[src/rtl/cache_arb_pkg.sv]
// Shared types and default widths for the I/D-cache memory-port arbiter.
// Optional round-robin policy: define CACHE_ARB_ROUND_ROBIN_EN.
package cache_arb_pkg;

  localparam int ADDR_W_DEF = 32;
  localparam int DATA_W_DEF = 128;
  localparam int SEL_W_DEF  = DATA_W_DEF / 8;

  typedef enum logic [1:0] {
    IDLE    = 2'd0,
    GRANT_I = 2'd1,
    GRANT_D = 2'd2
  } arb_state_t;

endpackage

[src/rtl/arb_pick.sv]
// Combinational grant picker: fixed D-over-I priority by default,
// alternating on conflict when CACHE_ARB_ROUND_ROBIN_EN is defined.
module arb_pick (
  input  logic i_req_i,
  input  logic d_req_i,
`ifdef CACHE_ARB_ROUND_ROBIN_EN
  input  logic last_d_i,
`endif
  output logic i_gnt_o,
  output logic d_gnt_o
);

  always_comb begin
    // NOTE: every output gets a default before any branch so no latch is inferred.
    i_gnt_o = 1'b0;
    d_gnt_o = 1'b0;
`ifdef CACHE_ARB_ROUND_ROBIN_EN
    if (i_req_i && d_req_i) begin
      // On conflict the master that did not win last time goes first.
      d_gnt_o = ~last_d_i;
      i_gnt_o = last_d_i;
    end else begin
      d_gnt_o = d_req_i;
      i_gnt_o = i_req_i;
    end
`else
    d_gnt_o = d_req_i;
    i_gnt_o = i_req_i & ~d_req_i;
`endif
  end

endmodule

[src/rtl/cache_mem_arbiter.sv]
// Two-master (I-cache, D-cache) to one-slave Wishbone arbiter for the line-wide memory port.
// Define CACHE_ARB_ROUND_ROBIN_EN for alternating priority on simultaneous requests.
module cache_mem_arbiter
  import cache_arb_pkg::*;
#(
  parameter int ADDR_W = ADDR_W_DEF,
  parameter int DATA_W = DATA_W_DEF,
  parameter int SEL_W  = DATA_W / 8
) (
  input  logic              clk,
  input  logic              rst,
  // I-cache master
  input  logic [ADDR_W-1:0] i_adr,
  input  logic [DATA_W-1:0] i_dat_m,
  input  logic [SEL_W-1:0]  i_sel,
  input  logic              i_stb,
  input  logic              i_we,
  output logic [DATA_W-1:0] i_dat_s,
  output logic              i_ack,
  output logic              i_rty,
  // D-cache master
  input  logic [ADDR_W-1:0] d_adr,
  input  logic [DATA_W-1:0] d_dat_m,
  input  logic [SEL_W-1:0]  d_sel,
  input  logic              d_stb,
  input  logic              d_we,
  output logic [DATA_W-1:0] d_dat_s,
  output logic              d_ack,
  output logic              d_rty,
  // Memory slave
  output logic [ADDR_W-1:0] mem_adr,
  output logic [DATA_W-1:0] mem_dat_m,
  output logic [SEL_W-1:0]  mem_sel,
  output logic              mem_stb,
  output logic              mem_cyc,
  output logic              mem_we,
  input  logic [DATA_W-1:0] mem_dat_s,
  input  logic              mem_ack
);

  arb_state_t state_q, state_d;
  logic       pick_i, pick_d;

`ifdef CACHE_ARB_ROUND_ROBIN_EN
  // 1 = D-cache won the most recent grant; reset to I so D wins the first conflict.
  logic last_d_q, last_d_d;

  always_comb begin
    last_d_d = last_d_q;
    if (state_q == IDLE && (pick_i || pick_d)) last_d_d = pick_d;
  end

  always_ff @(posedge clk) begin
    if (rst) last_d_q <= 1'b0;
    else     last_d_q <= last_d_d;
  end
`endif

  arb_pick u_pick (
    .i_req_i (i_stb),
    .d_req_i (d_stb),
`ifdef CACHE_ARB_ROUND_ROBIN_EN
    .last_d_i(last_d_q),
`endif
    .i_gnt_o (pick_i),
    .d_gnt_o (pick_d)
  );

  always_ff @(posedge clk) begin
    // NOTE: sequential state uses non-blocking assignment so every flop samples pre-edge values.
    if (rst) state_q <= IDLE;
    else     state_q <= state_d;
  end

  always_comb begin
    state_d   = state_q;
    mem_adr   = '0;
    mem_dat_m = '0;
    mem_sel   = '0;
    mem_we    = 1'b0;
    mem_stb   = 1'b0;
    i_ack     = 1'b0;
    d_ack     = 1'b0;
    unique case (state_q)
      IDLE: begin
        // mem_ack is ignored here; strobe stays low for the arbitration cycle.
        if (pick_d)      state_d = GRANT_D;
        else if (pick_i) state_d = GRANT_I;
      end
      GRANT_I: begin
        mem_adr   = i_adr;
        mem_dat_m = i_dat_m;
        mem_sel   = i_sel;
        mem_we    = i_we;
        mem_stb   = i_stb;
        i_ack     = mem_ack;
        // A withdrawn strobe also ends the grant; the ack is still forwarded.
        if (mem_ack || !i_stb) state_d = IDLE;
      end
      GRANT_D: begin
        mem_adr   = d_adr;
        mem_dat_m = d_dat_m;
        mem_sel   = d_sel;
        mem_we    = d_we;
        mem_stb   = d_stb;
        d_ack     = mem_ack;
        if (mem_ack || !d_stb) state_d = IDLE;
      end
      default: state_d = IDLE;
    endcase
  end

  assign mem_cyc = mem_stb;

  // Read data is broadcast; only the per-master ack qualifies it.
  assign i_dat_s = mem_dat_s;
  assign d_dat_s = mem_dat_s;

  assign i_rty = i_stb & ~i_ack;
  assign d_rty = d_stb & ~d_ack;

endmodule

[config.mk]
export PLATFORM = sky130hd
export DESIGN_NAME = cache_mem_arbiter
export DESIGN_NICKNAME = d
export VERILOG_FILES = /design/src/rtl/cache_arb_pkg.sv /design/src/rtl/arb_pick.sv /design/src/rtl/cache_mem_arbiter.sv
export SDC_FILE = /design/constraint.sdc
export NUM_CORES = 1
export LEC_CHECK = 0
export ABC_AREA = 1
export ABC_CLOCK_PERIOD_IN_PS = 2800
export CAP_MARGIN = 20
export CORE_AREA = 4 4 354 356
export CTS_CLUSTER_DIAMETER = 60
export DETAILED_ROUTE_END_ITERATION = 12
export DIE_AREA = 0 0 358 360
export PLACE_DENSITY = 0.3
export SLEW_MARGIN = 5
export SYNTH_ARGS = -nofsm -noshare
export SYNTH_HDL_FRONTEND = slang
export SYNTH_SLANG_ARGS = --single-unit
[constraint.sdc]
create_clock -name clk -period 2.8 [get_ports clk]
set_clock_uncertainty 0.05 [all_clocks]
set_input_delay 0.42 -clock clk [delete_from_list [all_inputs] [get_ports clk]]
set_output_delay 0.42 -clock clk [all_outputs]
set_load 0.05 [all_outputs]
Yosys cells after proc, flatten, opt, wreduce, memory -nomap -nowiden. Cells that the tools add are included.

Flip-flop bits (word level): 2. Output and inout port bits: 439. Word-level logic and storage cells: 30.

Equal/unequal tests: 5. Muxes and demuxes: 12. Bitwise gates (word level): 6. Reductions and logical operators: 6.

Operator list (number): $pmux 128 s2 (1); $pmux 32 s2 (1); $pmux 16 s2 (1); $mux 2 (4); $pmux 2 s3 (1); $ne 2x2->1 const B (2); $pmux 1 s2 (2); $and 1x1->1 (3); $ne 3x3->1 const B (1); $not 1->1 (3); $reduce_and 3->1 (1); $eq 2x1->1 const B (1); $eq 2x2->1 const B (1); $logic_not 1->1 (2); $logic_not 2->1 (1); $logic_or 1x1->1 (2); $mux 1 (2).

Depth between registers and ports, before layout. Gate-level depths: netlist (run 1).

Word-level depth: 5. Depth in mapped cells: 9.

Hierarchy. From an unflattened synthesis (run 1), not the netlist that was laid out.

Cell total of the unflattened synthesis: 884. Area total of the unflattened synthesis: 4818.4 sq um.

Modules (own cells, without submodules): cache_mem_arbiter (times used 1, cells an instance 881, area each 4800.9 sq um, sequential area each 40.0 sq um); arb_pick (times used 1, cells an instance 3, area each 17.5 sq um, sequential area each 0.0 sq um).

Worst setup path before layout (run 1). Ideal clock, no wire load.

Kind: register to output. From: register state_q[1]. To: output mem_stb. Arrival: 2.054 ns. Data required time: 2.330 ns. Path slack: 0.276 ns. Cell stages (with the launch flop): 7. Buffers on the path: 2. Cell sequence: dfxtp_1 > inv_1 > ha_1 > inv_2 > clkbuf_1 > a21oi_1 > buf_4.

Longest elaborated chain between the ends: 2. Elaborated cells on any way between the ends: 3. Classes of those cells: eq/ne (2); mux (1).

Ends and longest elaborated chain: from (decl) (line cache_mem_arbiter.sv:41) `arb_state_t state_q, state_d;`; from (signal assigned) (line cache_mem_arbiter.sv:72) `else state_q <= state_d;`; $eq 2x2->1 or $eq 2x1->1 (tied branches) (line cache_mem_arbiter.sv:84) `unique case (state_q)`; $pmux 1 s2 (*) (line cache_mem_arbiter.sv:84); to (decl) (line cache_mem_arbiter.sv:34) `output logic mem_stb,`.

Mark *: on every way between the ends. The rest lies on a longest branch, timed or not.

Final worst setup path (run 1).
From: register state_q[0]. To: output mem_dat_m[41].

Longest elaborated chain between the ends: 2. Elaborated cells on any way between the ends: 3. Classes of those cells: eq/ne (2); mux (1).

Ends and longest elaborated chain: $eq 2x2->1 or $eq 2x1->1 (tied branches) (line cache_mem_arbiter.sv:84); $pmux 128 s2 (*) (line cache_mem_arbiter.sv:84); to (decl) (line cache_mem_arbiter.sv:32) `output logic [DATA_W-1:0] mem_dat_m,`.

Marked as above.

==> results of run 1 <==
## metal layers
layer / global-route usage [%] / wire length, um / part of all wire, %
met5: 0.2222 / 113 / 0.15
met4: 0.4360 / 343 / 0.46
met3: 8.127 / 12910 / 17
met2: 17.18 / 32930 / 45
met1: 11.81 / 27500 / 37
## stage by stage
| step | area (um^2) | hold slack [ps] |
|---|---|---|
| after global placement | 11920 | 486.7 |
| after global routing | 12030 | 509.0 |
| after detailed placement | 11920 | 473.1 |
| after CTS | 12020 | 493.9 |
| after floorplan | 4820 | 399.7 |
| final | 12040 | 490.3 |
## report_power, final
| group | switching [mW] | leakage (nW) | total [mW] | internal (mW) |
|---|---|---|---|---|
| logic | 1.51 | 3.68 | 2.69 | 1.18 |
| clock network | 0.0317 | 0.0370 | 0.213 | 0.182 |
| registers | 0.00356 | 0.0165 | 0.0352 | 0.0317 |
## placed cells by master (no fill, tap or decap), drive strengths merged
cell,instances
clkbuf,3
buf,234
ha,3
nor2,2
dfxtp,2
diode,4
a21oi,180
clkdlybuf4s50,358
nand3,2
inv,9
nand2,365
## critical path: cells and delay by family (launching register included)
kind / cells / cell delay, ps
AO/OA/AOI/OAI: 1 / 340
adder cells (fa/ha/maj): 1 / 260
buffers and inverters: 4 / 840
flip-flops: 1 / 330
AND/OR/NAND/NOR: 1 / 60
## path summary, 6_finish.rpt
check,from,to,slack (ps),depth (start not counted)
min,state_q[1],state_q[1],490,2
min reg2reg,state_q[1],state_q[1],490,2
max,state_q[0],mem_dat_m[41],100,7
max reg2reg,state_q[0],state_q[1],1070,9
## timing repair
action                     in CTS  in global routing
gates resized for setup         6                  2
buffers inserted                0                  0
setup endpoints to repair       6                  2
## logic make-up after synthesis
group,Yosys count,synth area share [%]
fa+ha+maj,3,0.7789
compound gates,180,19.47
simple gates,369,29.31
buf+inv,325,49.61
flops,2,0.8308
## layout make-up
| cell class | instances | area [um^2] | area share [%] |
|---|---|---|---|
| Clock buffer | 3 | 75.07 | 0.6238 |
| Timing Repair Buffer | 592 | 7392 | 61.42 |
| Inverter | 9 | 41.29 | 0.3431 |
| Antenna cell | 4 | 10.01 | 0.08317 |
| Sequential cell | 2 | 40.04 | 0.3327 |
| Tap cell | 1625 | 2033 | 16.89 |
| Multi-Input combinational cell | 552 | 2444 | 20.30 |
==> summary.md, run 1 <==
| Metric | Value |
|---|---|
| Kind of critical path | register to output port |
| Vias per cell | 2.396 |
| Unique masters post-synth | 15 |
| Io pins | 926 |
| Clk sinks | 2 |
| Gate Count Post-Synth | 879 |
| Full die area | 0.1289 mm^2 |
| Crit path launch type | register |
| CTS tree | yes |
| Final worst slack | 105.0 ps |
| Core Region | 0.1217 mm^2 |
| Slowest stage delay, CP | 340 ps |
| Minimum clock period | 2695 ps |
| Dpl ws | 132.2 ps |
| CP Capture Type | output port |
| Cell row count | 128 |
| Fin nets | 1650 |
| Vias | 6678 |
| Initial antenna violation count | 16 |
| Via count of the first global-routing pass | 7007 |
| TNS Setup | 0 ps |
| Fmax | 0.3711 GHz |
| Max FFs per register | 2 |
| Yosys reg bits | 2 |
| Crit path required time | 2330 ps |
| Number of fill cells | 14256 |
| Pwr dens | 244.1 mW/mm^2 |
| WP data arrival | 2230 ps |
| Pleak | 3.732 nW |
| Routability congestion estimate from global placement | 0.7902 |
| Final ANT Viol Nets | 0 |
| Post-synth top cells | nand2_1 (355), buf_4 (271), a21oi_1 (170) |
| Initial DRC Count | 341 |
| Worst min-delay path class | register to register |
| Area Growth Syn to Fin | 149.7% |
| Die width | 358 um |
| Routed len/inst | 26.48 um |
| CTS Buf Count | 3 |
| Total chip power | 2.938 mW |
| Port Buffers | 541 |
| Syn_nets | 1369 |
| Main synth FF type | dfxtp_1 |
| Share of cells above drive strength 1 | 23.14% |
| Worst-Margin Slew | 542.6 ps |
| CP cell instances | inv_1, ha_4, buf_12, buf_4, nand2_1, a21oi_1, buf_12 |
| Top-count cell post-synth | nand2_1 |
| Clock root cell | clkbuf_16 |
| Hpwl dp | 68070 um |
| Slowest-stage cell, CP | a21oi_1 |
| Crit Path Max Fanout | 71 |
| Post-synth EDFFs | 0 |
| Hold buffer count at CTS | 0 |
| Final setup vio count | 0 |
| Routed wire length | 73790 um |
| Ys Warns | 0 |
| Largest net degree at the start of global routing | 72 |
| Residual DRC count | 0 |
| Finished Layout Cells | 2787 |
| Outcome | finished, final reports clean |
| Worst IR Drop VDD | 0.1727 mV |
| Post-synthesis sequential area ratio | 0.8307% |
| First-pass GRT wire length | 88590 um |
| Final Hold Vio Count | 0 |
| Area share of the largest cell type after synthesis | 42.21% |
| RSZ-0062 raised after global routing | no |
| H-tree depth | 1 |
| Max clock buf depth | 2 |
| Most frequent CP cell | buf_12 |
| Avg Cell Area, Syn | 5.483 um^2 |
| Placed Instances | 2780 |
| Clock latency on the worst-skew pair | 220 ps |
| Final Cycle Share | 96.25% |
| Final Max Tran Viols | 0 |
| Post-Syn Area | 0.004820 mm^2 |
| Biggest regs | state_q (2) |
| Reg clk slew, reported paths | 30 ps |
| Initial Utilization | 3.960% |
| Core Util, Final | 9.888% |
| Biggest register | state_q |
| Slew margin rel. | 63.83% |
| Cell taking the most area after synthesis | buf_4 |
| DR pass1 iterations | 4 |
| GRT Total Usage | 10.69% |
| Leading post-synthesis cells by cell area | buf_4 (42%), nand2_1 (28%), a21oi_1 (18%) |
| Chip Height | 360 um |
| Max-cap violations | 0 |
| Ys async rst share | 0% |
| Total gr overflow | 0 |
Power figures use the tool's default switching activity.
==> inputs of run 2 (changes only) <==
--- a/config.mk
+++ b/config.mk
@@ -12,7 +12,6 @@
 export CTS_CLUSTER_DIAMETER = 60
 export DETAILED_ROUTE_END_ITERATION = 12
 export DIE_AREA = 0 0 358 360
-export PLACE_DENSITY = 0.3
 export SLEW_MARGIN = 5
 export SYNTH_ARGS = -nofsm -noshare
 export SYNTH_HDL_FRONTEND = slang
==> summary.md, run 2 (synthesized netlist as in run 1, its figures left out) <==
| Metric | Value |
|---|---|
| Core Region | 0.1217 mm^2 (unchanged) |
| CP cell instances | inv_1, ha_4, buf_12, nand2_1, a21oi_1, buf_12 |
| Worst min-delay path class | register to register |
| Met2 wire length | 34150 um (+3.7%) |
| Vias per cell | 2.488 (+3.8%) |
| H-tree depth | 1 (unchanged) |
| Family with the most delay on the worst path | buffers and inverters |
| GRT Total Usage | 12.65% (+2.0 points) |
| Crit Path Max Fanout | 68 (-4.2%) |
| Register area | 40.04 um^2 (unchanged) |
| Outcome | complete, but fails checks |
| Share of cells above drive strength 1 | 22.12% (-1.0 points) |
| Pwr dens | 248.0 mW/mm^2 (+1.6%) |
| Cell Area, Placed | 0.01172 mm^2 (-1.7%) |
| Fin nets | 1622 (-1.7%) |
| WP data arrival | 2430 ps (+200 ps) |
| Pleak | 3.602 nW (-3.5%) |
| Clock latency on the worst-skew pair | 220 ps (about the same) |
| Die width | 358 um (unchanged) |
| Final setup vio count | 2 (+2) |
| Vias | 6876 (+3.0%) |
| Full die area | 0.1289 mm^2 (unchanged) |
| RSZ-0062 raised after global routing | yes |
| CTS Buf Count | 3 (unchanged) |
| Reg clk slew, reported paths | 30 ps (about the same) |
| Final ANT Viol Nets | 0 (unchanged) |
| Combinational power share | 91.5% (about the same) |
| Met3 Routed Length | 17190 um (+33%) |
| Total chip power | 2.943 mW (+0.17%) |
| Clock share of power | 7.3% (about the same) |
| Sw frac | 54.46% (+1.8 points) |
| Slowest stage delay, CP | 490 ps (+150 ps) |
| Clk sinks | 2 (unchanged) |
| Minimum clock period | 2905 ps (+209.6 ps) |
| CP bufs+invs | 3 (-1) |
| Most common cell after layout, fill and taps aside | clkdlybuf4s50_1 |
| Worst IR Drop VDD | 0.1848 mV (+7.0%) |
| Initial antenna violation count | 34 (+18) |
| Hold buffer count at CTS | 0 (unchanged) |
| Failing checks | setup timing |
| Via count of the first global-routing pass | 6697 (-4.4%) |
| Hold depth | 2 (unchanged) |
| CTS tree | yes |
| Final Cycle Share | 103.7% (+7.5 points) |
| Crit Reg-Reg Startpoint | state_q[1] |
| FF-to-FF path depth | 9 (unchanged) |
| Final Max Tran Viols | 0 (unchanged) |
| Biggest register | state_q |
| Fmax | 0.3443 GHz (-7.2%) |
| Cell row count | 128 (unchanged) |
| WHS Endpoint | state_q[1] |
| Routed wire length | 86740 um (+18%) |
| Crit path required time | 2330 ps (about the same) |
| Most frequent cells in the layout | clkdlybuf4s50_1 (358), nand2_1 (338), a21oi_1 (169), buf_12 (165), buf_4 (41) |
| Initial Utilization | 3.960% (unchanged) |
| DR pass1 iterations | 4 (unchanged) |
| First-pass GRT wire length | 99790 um (+13%) |
| R2r setup slk | 1290 ps (+220 ps) |
| Most frequent CP cell | buf_12 |
| Hpwl dp | 81450 um (+20%) |
| Hold Crit Start | state_q[1] |
| Final worst slack | -104.6 ps (-209.6 ps) |
| Worst-Margin Slew | 643.6 ps (+101.0 ps) |
| Max clock buf depth | 2 (unchanged) |
| Highest Signal Layer | met5 |
| P_int | 1.340 mW (-3.6%) |
| Slowest-stage cell, CP | nand2_1 |
| Initial DRC Count | 518 (+52%) |
| Slew margin rel. | 57.23% (-6.6 points) |
| Number of fill cells | 14146 (-0.77%) |
| Area Growth Syn to Fin | 146.2% |
| Flop pwr share | 1.2% (about the same) |
| Kind of critical path | register to output port |
| Chip Height | 360 um (unchanged) |
| Io pins | 926 (unchanged) |
| Crit path launch type | register |
| Clock root cell | clkbuf_16 |
| Final Hold Vio Count | 0 (unchanged) |
| Residual DRC count | 0 (unchanged) |
| Routability congestion estimate from global placement | 1.087 (+38%) |
| Max FFs per register | 2 (unchanged) |
| Total gr overflow | 0 (unchanged) |
| Largest net degree at the start of global routing | 69 (-4.2%) |
| Switch Pwr | 1.603 mW (+3.5%) |
| Multi-input gate area | 0.002460 mm^2 (+0.67%) |
| Met1 WL | 34000 um (+24%) |
| Reg2reg end | state_q[1] |
| Port Buffers | 541 (unchanged) |
| Setup Buffers After CTS | 0 (unchanged) |
| CP Capture Type | output port |
| Biggest regs | state_q (2) |
| Max-cap violations | 0 (unchanged) |
| Routed len/inst | 31.38 um (+19%) |
| Cell area after layout | 0.01187 mm^2 (-1.4%) |
-- run 2: changes by cell type in the layout (fill, tap and decap cells not counted) --
cell,before,now
buf_4,70,41
buf_12,164,165
nand2_1,355,338
a21oi_2,18,11
diode_2,4,9
nand2_2,10,27
a21oi_1,162,169
-- run 2: layout make-up --
| class | count | area share [%] |
|---|---|---|
| clock buffer | 3 | 0.6326 |
| sequential | 2 | 0.3374 |
| timing repair buffer | 564 | 60.63 |
| tap | 1625 | 17.13 |
| inverter | 9 | 0.3480 |
| antenna | 9 | 0.1898 |
| multi-input combinational | 552 | 20.73 |
-- run 2: worst max path at each step --
stage          startpoint             to  slack [ps]  cells after the start
2_1_floorplan  state_q[1]        mem_stb         280                      6
3_3_place_gp   state_q[1]  mem_dat_m[48]         200                      6
3_5_place_dp   state_q[1]  mem_dat_m[48]         170                      6
4_1_cts        state_q[0]  mem_dat_m[48]          10                      6
5_1_grt        state_q[1]  mem_dat_m[49]         -30                      6
6_report       state_q[1]  mem_dat_m[49]        -100                      6
-- run 2: stage by stage --
step | setup WS (ps) | cells | TNS (ps) | util, % | hold WS [ps]
global route | -33.54 | 2757 | -74.44 | 9.735 | 487.0
finish | -104.6 | 2764 | -142.7 | 9.749 | 454.6
global placement | 195.7 | 2752 | 0 | 9.631 | 454.6
detailed placement | 167.4 | 2752 | 0 | 9.631 | 453.6
floorplan | 276.4 | 879 | 0 | - | 399.7
CTS | 13.54 | 2755 | 0 | 9.699 | 457.6
-- run 2: tightest hold or removal path, stage by stage, from the launching register on --
cell and delay [ps]:
dfxtp_1 330, nand2_1 70, a21oi_1 50
-- run 2: metal layers --
metal,vias to the layer above,track usage (%)
met5,-,0.1111
met4,30,1.094
met3,77,10.69
met2,702,18.03
met1,3053,14.95
li1,3014,-
-- run 2: power groups by stage --
stage                     clock, mW  sequential, mW  combinational (mW)
final                         0.215          0.0347                2.69
after global placement            0          0.0349                2.73
after CTS                     0.218          0.0347                2.74
after floorplan                   0          0.0334                2.04
after detailed placement          0          0.0350                2.73
after global routing          0.221          0.0350                2.82
-- run 2: timing repair --
item / CTS / global route
setup endpoints to repair: 3 / 10
gates resized for setup: 3 / 15
pin swaps: 0 / 0
